`config.mk`:
```
export PLATFORM = sky130hd
export DESIGN_NAME = viterbi_sequencer
export DESIGN_NICKNAME = d
export VERILOG_FILES = /design/src/rtl/viterbi_sequencer.sv
export SDC_FILE = /design/constraint.sdc
export NUM_CORES = 1
export LEC_CHECK = 0
export ABC_AREA = 1
export CORE_AREA = 2 2 189 191
export DETAILED_ROUTE_END_ITERATION = 16
export DIE_AREA = 0 0 191 193
export PLACE_DENSITY_LB_ADDON = 0.3
export SLEW_MARGIN = 10
export SYNTH_ARGS = -nofsm -noshare
export SYNTH_HDL_FRONTEND = slang
export SYNTH_SLANG_ARGS = --single-unit
```
`constraint.sdc`:
```
create_clock -name clk -period 1.56 [get_ports clk]
set_clock_uncertainty 0.2 [all_clocks]
set_input_delay 0.468 -clock clk [delete_from_list [all_inputs] [get_ports clk]]
set_output_delay 0.468 -clock clk [all_outputs]
set_load 0.01 [all_outputs]
```
`src/rtl/viterbi_sequencer.sv`:
```
// ---------------------------------------------------------------------------
// viterbi_sequencer
//
// Control sequencer for viterbi_core. It holds the active channel estimate and
// produces the core's update / initialize / run strobes. It admits RSE samples
// only while the core is running and tracks which final_symbols outputs carry
// real decisions rather than history-fill decisions. A channel reload can only
// land in IDLE or RUN. It is then followed by a fresh UPDATE and INIT, so the
// core never decodes with a half-applied estimate.
//
// Ports:
//   clk          rising-edge clock
//   rst          synchronous active-high reset
//   enable       permission to leave IDLE and to stay in RUN
//   chan_valid   a new channel estimate is offered on chan_in
//   chan_ready   estimate can be accepted (IDLE or RUN)
//   chan_in      offered estimate, est_chan_depth signed taps
//   est_channel  active estimate driven to the core
//   update       core precompute strobe (UPDATE_CYCLES cycles)
//   initialize   core path-metric initialize strobe (one cycle)
//   run          core advance strobe (RUN and in_valid)
//   in_valid     RSE sample present at the core input
//   in_ready     samples are consumed this cycle (RUN)
//   out_valid    core final_symbols are valid this cycle
//   state        FSM state: IDLE=0, UPDATE=1, INIT=2, RUN=3
// ---------------------------------------------------------------------------
module viterbi_sequencer #(
  parameter int est_channel_width = 8,
  parameter int est_chan_depth    = 30,
  parameter int UPDATE_CYCLES     = 3,
  parameter int FILL_SAMPLES      = 8,
  parameter int DECODE_LAT        = 4
) (
  input  logic                                clk,
  input  logic                                rst,
  input  logic                                enable,
  input  logic                                chan_valid,
  output logic                                chan_ready,
  input  logic signed [est_channel_width-1:0] chan_in     [est_chan_depth],
  output logic signed [est_channel_width-1:0] est_channel [est_chan_depth],
  output logic                                update,
  output logic                                initialize,
  output logic                                run,
  input  logic                                in_valid,
  output logic                                in_ready,
  output logic                                out_valid,
  output logic [1:0]                          state
);

  typedef enum logic [1:0] {
    ST_IDLE   = 2'd0,
    ST_UPDATE = 2'd1,
    ST_INIT   = 2'd2,
    ST_RUN    = 2'd3
  } state_t;

  localparam int UW = $clog2(UPDATE_CYCLES + 1);
  localparam int SW = $clog2(FILL_SAMPLES + 1);
  localparam logic [UW-1:0] UPD_LAST = UW'(UPDATE_CYCLES - 1);
  localparam logic [SW-1:0] FILL_MAX = SW'(FILL_SAMPLES);

  state_t                  state_r;
  state_t                  state_nxt_s;
  logic                    loaded_r;
  logic [UW-1:0]           upd_cnt_r;
  logic [SW-1:0]           samp_cnt_r;
  logic [DECODE_LAT-1:0]   vpipe_r;
  logic                    chan_acc_s;
  logic                    samp_acc_s;
  logic                    leave_run_s;
  logic                    fill_done_s;

  // Moore decode of the handshake readies and core strobes from the state register
  always_comb begin
    chan_ready = 1'b0;
    update     = 1'b0;
    initialize = 1'b0;
    in_ready   = 1'b0;
    run        = 1'b0;
    case (state_r)
      ST_IDLE: begin
        chan_ready = 1'b1;
      end
      ST_UPDATE: begin
        update = 1'b1;
      end
      ST_INIT: begin
        initialize = 1'b1;
      end
      ST_RUN: begin
        chan_ready = 1'b1;
        in_ready   = 1'b1;
        run        = in_valid;
      end
      default: begin
        chan_ready = 1'b0;
      end
    endcase
  end

  // Handshake events and fill status used by the FSM and the pipeline tracker
  always_comb begin
    chan_acc_s  = chan_valid & chan_ready;
    samp_acc_s  = in_valid & in_ready;
    // samp_cnt_r saturates at FILL_MAX, so equality means the history is full
    fill_done_s = (samp_cnt_r == FILL_MAX);
    leave_run_s = (state_r == ST_RUN) && (state_nxt_s != ST_RUN);
  end

  // Next-state logic
  always_comb begin
    state_nxt_s = state_r;
    case (state_r)
      ST_IDLE: begin
        // A fresh estimate or one parked earlier starts the core once enabled
        if (enable && (chan_acc_s || loaded_r)) begin
          state_nxt_s = ST_UPDATE;
        end else begin
          state_nxt_s = ST_IDLE;
        end
      end
      ST_UPDATE: begin
        if (upd_cnt_r == UPD_LAST) begin
          state_nxt_s = ST_INIT;
        end else begin
          state_nxt_s = ST_UPDATE;
        end
      end
      ST_INIT: begin
        state_nxt_s = ST_RUN;
      end
      ST_RUN: begin
        // A reload wins over disable so the new estimate is always precomputed
        if (chan_acc_s) begin
          state_nxt_s = ST_UPDATE;
        end else if (!enable) begin
          state_nxt_s = ST_IDLE;
        end else begin
          state_nxt_s = ST_RUN;
        end
      end
      default: begin
        state_nxt_s = ST_IDLE;
      end
    endcase
  end

  // State register and the sticky "estimate loaded" flag
  always_ff @(posedge clk) begin
    if (rst) begin
      state_r  <= ST_IDLE;
      loaded_r <= 1'b0;
    end else begin
      state_r <= state_nxt_s;
      if (chan_acc_s) begin
        loaded_r <= 1'b1;
      end
    end
  end

  // Active channel estimate, replaced only on an accepted handshake
  always_ff @(posedge clk) begin
    if (rst) begin
      for (int i = 0; i < est_chan_depth; i++) begin
        est_channel[i] <= {est_channel_width{1'b0}};
      end
    end else if (chan_acc_s) begin
      est_channel <= chan_in;
    end
  end

  // UPDATE dwell counter, zero whenever the FSM is outside UPDATE
  always_ff @(posedge clk) begin
    if (rst) begin
      upd_cnt_r <= {UW{1'b0}};
    end else if ((state_r == ST_UPDATE) && (state_nxt_s == ST_UPDATE)) begin
      upd_cnt_r <= upd_cnt_r + {{(UW-1){1'b0}}, 1'b1};
    end else begin
      upd_cnt_r <= {UW{1'b0}};
    end
  end

  // Samples accepted since INIT, saturating once the history is filled
  always_ff @(posedge clk) begin
    if (rst) begin
      samp_cnt_r <= {SW{1'b0}};
    end else if (state_r == ST_INIT) begin
      samp_cnt_r <= {SW{1'b0}};
    end else if (samp_acc_s && !fill_done_s) begin
      samp_cnt_r <= samp_cnt_r + {{(SW-1){1'b0}}, 1'b1};
    end
  end

  // Valid-decision tracker mirroring the core decode latency; flushed on RUN exit
  always_ff @(posedge clk) begin
    if (rst || leave_run_s) begin
      vpipe_r <= {DECODE_LAT{1'b0}};
    end else begin
      for (int i = DECODE_LAT - 1; i > 0; i--) begin
        vpipe_r[i] <= vpipe_r[i-1];
      end
      vpipe_r[0] <= samp_acc_s & fill_done_s;
    end
  end

  assign out_valid = vpipe_r[DECODE_LAT-1];
  assign state     = state_r;

endmodule

```
* Word-level counts from Yosys, hierarchy flattened
Index checks and enable logic that the tools add are counted.
** Storage, ports and cells
- Logic and storage cells :: 69
- Register bits :: 253
- Bits of input ports :: 245
** Cells by class
- Bitwise operators :: 4
- Reductions and logical operators :: 11
- $add $sub $neg :: 2
- Muxes and demuxes :: 10
- Eq/ne operators :: 7
** Operators by type and width (number)
- one-hot mux 2 bit (4 select lines) :: 1
- equality test 2 bit (second input constant) :: 3
- 2-to-1 mux 1 bit :: 6
- 2-to-1 mux 2 bit :: 3
- OR reduction 2 bit :: 3
- adder 4 x 1 -> 4 bit (second input constant) :: 1
- equality test 2 x 1 -> 1 bit (second input constant) :: 2
- equality test 4 bit (second input constant) :: 1
- logical AND 1 bit :: 4
- AND 1 bit :: 3
- adder 2 x 1 -> 2 bit (second input constant) :: 1
- logical NOT 2 bit :: 1
- logical OR 1 bit :: 2
- != test 2 bit (second input constant) :: 1
- logical NOT 1 bit :: 1
- inverter 1 bit :: 1

* Depth between registers and ports, before layout
Gate-level depths: netlist of run 1.
- Depth after elaboration :: 12
- Mapped depth :: 11
- Depth with buffers taken out :: 10

* Worst setup path after synthesis of run 1
OpenSTA, ideal clock, no wires.
- Path kind :: register to register
- Start point :: reg state_r[0], in the netlist state[0]
- End point :: reg est_channel[0] (netlist bit)
- Buffers on the path :: 3
- Required time :: 1.244 ns
- Stages on the path, launching flop included :: 10
- Slack :: -0.266 ns
- Arrival :: 1.510 ns
- Cells stage by stage :: dfxtp_1 > inv_1 > ha_1 > inv_2 > nand2_2 > buf_6 > buf_4 > buf_2 > o21ai_0 > nor2_1
** On the way
- Longest elaborated chain between the ends :: 4
** Ends and longest elaborated chain
- start: declaration :: RTL line 62 : state_t state_r;
- start signal: assignment :: RTL line 154 : state_r <= state_nxt_s;
- equality test 2 bit or logical NOT 2 bit (tied branches) :: RTL line 80 : case (state_r)
- OR reduction 2 bit (no source line) *
- 2-to-1 mux 1 bit * :: RTL line 80
- net chan_ready :: RTL line 38 : output logic chan_ready,
- AND 1 bit * :: RTL line 103 : chan_acc_s = chan_valid & chan_ready;
- end signal: indexed assignment :: RTL line 165 : est_channel[i] <= {est_channel_width{1'b0}};
- end signal: assignment :: RTL line 168 : est_channel <= chan_in;
- end: declaration :: RTL line 40 : output logic signed [est_channel_width-1:0] est_channel [est_chan_depth],
Mark *: on every way through the listed nets, which the timed path passes. The rest lies on a longest branch.
A chain may end at the register's enable or synchronous reset.

* Worst setup path after layout of run 1
- Start point :: reg state_r[0], in the netlist state[0]
- End point :: out chan_ready
** On the way
- Longest elaborated chain between the ends :: 3
** Ends and longest elaborated chain (RTL line)
- equality test 2 bit or logical NOT 2 bit (tied branches) :: 80
- OR reduction 2 bit (no source line) *
- 2-to-1 mux 1 bit * :: 80
- end: declaration :: 38
Mark *: on every way between the ends. The rest lies on a longest branch, timed or not.

==> flow_metrics.tcl, run 1 <==
set metrics [dict create \
    insertion_delay_ns 0.54 \
    status "complete, but fails checks" \
    numClockSinks 253 \
    start_util 0.257 \
    vias 9630 \
    seq_area_frac_synth 0.563 \
    holdCritPathClass "reg2reg" \
    postSynthCellCount 1129 \
    die_w_um 191 \
    min_period_over_period 1.32 \
    cts_root_buf "clkbuf_16" \
    p_int_w 0.0138 \
    timing_worst_setup_path_type "reg2out" \
    worst_slew_pin_slew_ns 0.816 \
    synth-warning-count 0 \
    hold_viol_final 0 \
    fill_cells 3204 \
    dp_cells 2072 \
    vias_per_cell 4.41 \
    ys_types 19 \
    setup_tns_ns -101.65 \
    layout_min_cycle_time_ns 2.06 \
    fmax_ghz 0.486 \
    drtIter0Drc 316 \
    violations "negative setup slack" \
    diodes 0 \
    final_antenna_net_count 0 \
    drive_above_1_share 0.429 \
    grt_usage 0.178 \
    wire_per_inst_um 17.2 \
    synth_xor_area_frac 0.00195 \
    synth.avg_cell_area_um2 7.97 \
    synth_simple_gate_area_share 0.219 \
    htreeDepth 1 \
    synth.area.mux_share 0 \
    setup_ws_ns -0.496 \
    clk_pin_slew_worst_paths_ns 0.06 \
    gr-total-overflow 0 \
    cp-start-kind "flop" \
    slew_headroom 0.455 \
    grt_start_max_net_pins 44 \
    area_growth_pct 98.0 \
    cp_max_fo 4 \
    ys_ff_latch 253 \
    setup_viol 498 \
    reg2reg_setup_slack_ns -0.46 \
    dpl.hpwl_um 23200 \
    port_buffers 492 \
    antenna_found_initial 1 \
    r2r_start "state[1]" \
    synth_compound_area_frac 0.139 \
    cts_hold_buffers 0 \
    grt_pass1_wl_um 51600 \
    place_congestion 0.802 \
    required_ns 0.89 \
    syn_nets 1381 \
    cts_tree "built" \
    arrival_ns 1.39 \
    swShare 0.270 \
    synth_top_family_by_area "simple AND/OR/NAND/NOR gates" \
    slew_violations 0 \
    netlist_area_mm2 0.00900 \
    drt-total-wl_um 37500 \
    endpoint_kind "primary output" \
    grt_pass1_vias 9363 \
    pwr-share-seq 0.402 \
    row_count 69 \
    clock_power_share 0.349 \
    drc_errors 0 \
    powerDensity_mw_per_mm2 1060 \
    drv_cap 0 \
    comb_power_share 0.249 \
    p_leak_nw 7.68 \
    irDropWorstVdd_uv 909 \
    ios 493 \
    synthAdderAreaFrac 0.00974 \
    min_from "vpipe_r[1]" \
    numCtsBuffers 29 \
    power_switching_w 0.00509 \
    dieArea_mm2 0.0369 \
    crit_start "state[0]" \
    final_cells 2182 \
    max-clock-path-buffers 3 \
    die_h_um 193 \
    rsz0062_at_grt "yes" \
    nets 1954 \
    core_mm2 0.0350 \
    first_pass_iters 6 \
]
## state kept, by name, indices dropped and copies added, names as in the netlist
name         flops
vpipe_r          4
est_channel    240
upd_cnt_r        2
samp_cnt_r       4
loaded_r         1
state            2
## layer usage
layer	global-route usage	vias to the layer above	share of wire
li1	-	4757	-
met1	0.204	4417	0.40
met2	0.308	380	0.48
met3	0.0548	76	0.082
met4	0.0730	0	0.036
met5	0	-	0
## cells by family (layout without fill, tap and decap cells)
| logic type | after synthesis | after routing |
|---|---|---|
| flops | 253 | 253 |
| xor+xnor | 2 | 2 |
| buf+inv | 103 | 692 |
| fa+ha+maj | 7 | 7 |
| compound gates | 249 | 249 |
| simple gates | 515 | 518 |
## worst max-delay path: stages, from the launching register on
cell and delay (ns):
dfxtp_4 0.39, inv_4 0.05, ha_4 0.27, inv_4 0.03, buf_6 0.11
## area by class of cell
| class | instances | area [µm²] | area share |
|---|---|---|---|
| Timing Repair Buffer | 613 | 7100 | 0.399 |
| Sequential cell | 253 | 5380 | 0.302 |
| Multi-Input combinational cell | 776 | 3650 | 0.205 |
| Clock buffer | 43 | 848 | 0.0476 |
| Tap cell | 461 | 577 | 0.0324 |
| Inverter | 24 | 129 | 0.00723 |
| Timing Repair inverter | 5 | 66.3 | 0.00372 |
| Clock inverter | 7 | 63.8 | 0.00358 |
## power by group through the flow
stage | clock [W] | sequential [W] | combinational [W]
finish | 0.00657 | 0.00758 | 0.00470
global route | 0.00704 | 0.00765 | 0.00505
CTS | 0.00675 | 0.00757 | 0.00428
detailed placement | 0 | 0.00748 | 0.00373
global placement | 0 | 0.00745 | 0.00371
floorplan | 0 | 0.00773 | 0.00123
## synthesized netlist by cell type
cell type / instances / area (µm²)
nor2_2: 11 / 68.8
nor3_1: 3 / 15.0
dfxtp_1: 253 / 5060
buf_8: 1 / 15.0
buf_4: 4 / 30.0
inv_2: 2 / 7.51
nand2_1: 17 / 63.8
ha_1: 7 / 87.6
clkbuf_1: 29 / 109
inv_1: 21 / 78.8
a21oi_1: 6 / 30.0
xor2_1: 2 / 17.5
o21ai_0: 243 / 1220
nand2_2: 1 / 6.26
nand3_1: 3 / 15.0
buf_6: 22 / 248
buf_2: 23 / 115
nor2_1: 480 / 1800
inv_4: 1 / 6.26
## worst paths after layout
| check | end | cells after the start |
|---|---|---|
| worst min register to register | vpipe_r[2] | 2 |
| worst max-delay path | chan_ready | 4 |
| worst max register to register | vpipe_r[3] | 12 |
| worst min-delay path | vpipe_r[2] | 2 |
## layout by cell type (no fill, tap or decap), types with 4 or more instances in the layout
cell | Yosys | final
nor2_1 | 480 | 470
buf_6 | 22 | 263
clkdlybuf4s50_1 | 0 | 243
dfxtp_2 | 0 | 239
o21ai_1 | 0 | 168
buf_4 | 4 | 50
clkbuf_16 | 0 | 44
o21ai_2 | 0 | 37
o21ai_0 | 243 | 36
buf_12 | 0 | 20
inv_1 | 21 | 18
nor2_2 | 11 | 18
nand2_1 | 17 | 14
buf_16 | 0 | 14
dfxtp_1 | 253 | 11
clkbuf_8 | 0 | 7
clkbuf_1 | 29 | 7
a21oi_1 | 6 | 6
clkinv_2 | 0 | 5
nand2_8 | 0 | 4
buf_8 | 1 | 4
## through the flow
stage	cell area (µm²)	power, W	worst slack (ns)	utilization	hold slack (ns)
5_1_grt	17800	0.0197	-0.557	0.510	0.237
6_report	17800	0.0189	-0.496	0.510	0.209
4_1_cts	17000	0.0186	-0.525	0.487	0.212
3_5_place_dp	14800	0.0112	-0.716	0.423	0.204
3_3_place_gp	14800	0.0112	-0.725	0.423	0.204
2_1_floorplan	9040	0.00896	-0.0957	-	0.194
## what timing repair did
item | CTS | global route
pin swaps | 2 | 5
gates resized for setup | 1594 | 114
setup buffers | 18 | 6
cloned | 15 | 21
endpoints found under the setup margin | 494 | 501
endpoints found under the hold margin | 0 | 0
No activity file was read; power rests on OpenSTA's default activity.
==> run 2, diff against run 1 <==
- PLACE_DENSITY_LB_ADDON: 0.3 -> not set
==> run 2 against run 1 <==
Effect of this change:
- the run still ends with negative setup slack left
- critical path depth unchanged
- setup slack worse by 0.00079 ns
- non-clock buffer count up 52
- first-iteration DRC count rose by 7.3%
- sequential power is essentially flat
- clock power decreased by 1%
==> flow_metrics.tcl, run 2 (synthesis results as in run 1) <==
set metrics [dict create \
    status "complete, but fails checks" \
    violations "negative setup slack" \
    drive_above_1_share 0.490 \
    drt-total-wl_um 37500 \
    drc_errors 0 \
    cts_root_buf "clkbuf_16" \
    nets 2005 \
    slew_headroom 0.789 \
    p_leak_nw 7.86 \
    slowest_stage "dfxtp_4" \
    largest_register "est_channel" \
    numClockSinks 253 \
    numCtsBuffers 29 \
    first_pass_iters 6 \
    min_to "upd_cnt_r[0]" \
    r2r-end "est_channel[69]" \
    cp-start-kind "flop" \
    endpoint_kind "primary output" \
    holdCritPathClass "reg2reg" \
    grt_pass1_wl_um 48700 \
    r2r.worst_path.cells 11 \
    clock_power_share 0.343 \
    grt_start_max_net_pins 43 \
    setup_viol 497 \
    wire_per_inst_um 16.8 \
    top_usage_layer "met2" \
    die_w_um 191 \
    arrival_ns 1.39 \
    drtIter0Drc 339 \
    antenna_found_initial 1 \
    comb_power_share 0.257 \
    pwr-share-seq 0.401 \
    ios 493 \
    placed_area_mm2 0.0149 \
    start_util 0.257 \
    worstPathCellList "inv_4 -> ha_4 -> inv_4 -> buf_6" \
    p_int_w 0.0138 \
    hold_viol_final 0 \
    drv_cap 0 \
    vias 9855 \
    row_count 69 \
    min_from "upd_cnt_r[0]" \
    swShare 0.272 \
    r2r_start "state[1]" \
    grt_usage 0.167 \
    die_h_um 193 \
    htreeDepth 1 \
    max-clock-path-buffers 3 \
    worst_slew_pin_slew_ns 0.316 \
    critPathMaxStageDelay_ns 0.39 \
    place_congestion 0.807 \
    port_buffers 492 \
    power_switching_w 0.00516 \
    dieArea_mm2 0.0369 \
    largest_reg_flops 240 \
    required_ns 0.89 \
    vias_per_cell 4.41 \
    insertion_delay_ns 0.55 \
    cp_max_fo 4 \
    grt_util_met3 0.0525 \
    final_antenna_net_count 0 \
    utilization 0.522 \
    cpMostUsedCell "inv_4" \
    mostFrequentLayoutCell "nor2_1" \
    final_cell_area_mm2 0.0183 \
    dpl.hpwl_um 23700 \
    gr-usage-met2 0.283 \
    setup_tns_ns -121.36 \
    layout_min_cycle_time_ns 2.06 \
    most-common-layout-cells "nor2_1, buf_6, clkdlybuf4s50_1, dfxtp_2, o21ai_1" \
    irDropWorstVdd_uv 755 \
    slew_violations 0 \
    cts_hold_buffers 0 \
    area_growth_pct 103 \
    timing_worst_setup_path_type "reg2out" \
    reg2reg_setup_slack_ns -0.45 \
    dp_slack_ns -0.763 \
    powerDensity_mw_per_mm2 1040 \
    diodes 0 \
    fmax_ghz 0.486 \
    use_met1 0.197 \
    min_period_over_period 1.32 \
    rsz0062_at_grt "yes" \
    grt_pass1_vias 8773 \
    cts_tree "built" \
    setup_ws_ns -0.496 \
    gr-total-overflow 0 \
    finalPower_w 0.0190 \
    whs_path_depth 1 \
    core_mm2 0.0350 \
    clk_pin_slew_worst_paths_ns 0.06 \
    largestRegisters "est_channel: 240 flops, samp_cnt_r: 4 flops, vpipe_r: 4 flops" \
]
==> run 2: cell count changes in the layout (fill, tap and decap cells not counted), moves of 13 or more <==
| cell | before | now |
|---|---|---|
| nor2_1 | 470 | 367 |
| o21ai_1 | 168 | 152 |
| o21ai_2 | 37 | 18 |
| buf_6 | 263 | 250 |
| o21ai_0 | 36 | 73 |
| nor2_2 | 18 | 117 |
| buf_4 | 50 | 110 |
==> run 2: timing repair <==
| item | 4_1_cts | 5_1_grt |
|---|---|---|
| setup endpoints to repair | 498 | 499 |
| setup buffers | 10 | 60 |
| gates cloned | 4 | 30 |
| resized for setup | 1549 | 197 |
| pin swaps | 1 | 3 |
| endpoints found under the hold margin | 0 | 0 |
==> run 2: worst max path at each step <==
stage	from	slack [ns]	cells past startpoint	end
floorplan	state[0]	-0.1	10	est_channel[10]
detailed placement	in_valid	-0.76	4	run
finish	state[1]	-0.50	4	chan_ready
CTS	state[1]	-0.53	4	chan_ready
global placement	in_valid	-0.75	4	run
global route	state[1]	-0.54	4	chan_ready
==> run 2: per-stage QoR <==
step,std cells,hold slack [ns]
finish,2233,0.216
floorplan,1129,0.194
detailed placement,2080,0.214
CTS,2143,0.219
global placement,2080,0.204
global route,2233,0.230
==> run 2: layer usage <==
metal	share of wire	up-vias
li1	-	4856
met1	0.40	4561
met2	0.48	367
met3	0.086	69
met4	0.031	2
met5	0.00043	-
==> run 2: critical path, delay by kind of cell, from the launching register on <==
family	cells	cell delay [ns]
buffers and inverters	3	0.19
adder cells (fa/ha/maj)	1	0.26
flip-flops	1	0.39
==> run 2: cell type report <==
type,instances,area [µm²]
timing repair buffer,665,7390
clock inverter,7,66.3
timing repair inverter,6,96.3
clock buffer,43,828
sequential,253,5380
inverter,24,131
tap,461,577
fill,3136,16700
multi-input combinational,774,3780
==> run 2: power by group through the flow <==
| stage | registers (W) | logic [W] | clock network (W) |
|---|---|---|---|
| 2_1_floorplan | 0.00773 | 0.00123 | 0 |
| 3_3_place_gp | 0.00744 | 0.00377 | 0 |
| 3_5_place_dp | 0.00747 | 0.00379 | 0 |
| 4_1_cts | 0.00756 | 0.00404 | 0.00666 |
| 5_1_grt | 0.00765 | 0.00523 | 0.00694 |
| 6_report | 0.00760 | 0.00487 | 0.00650 |
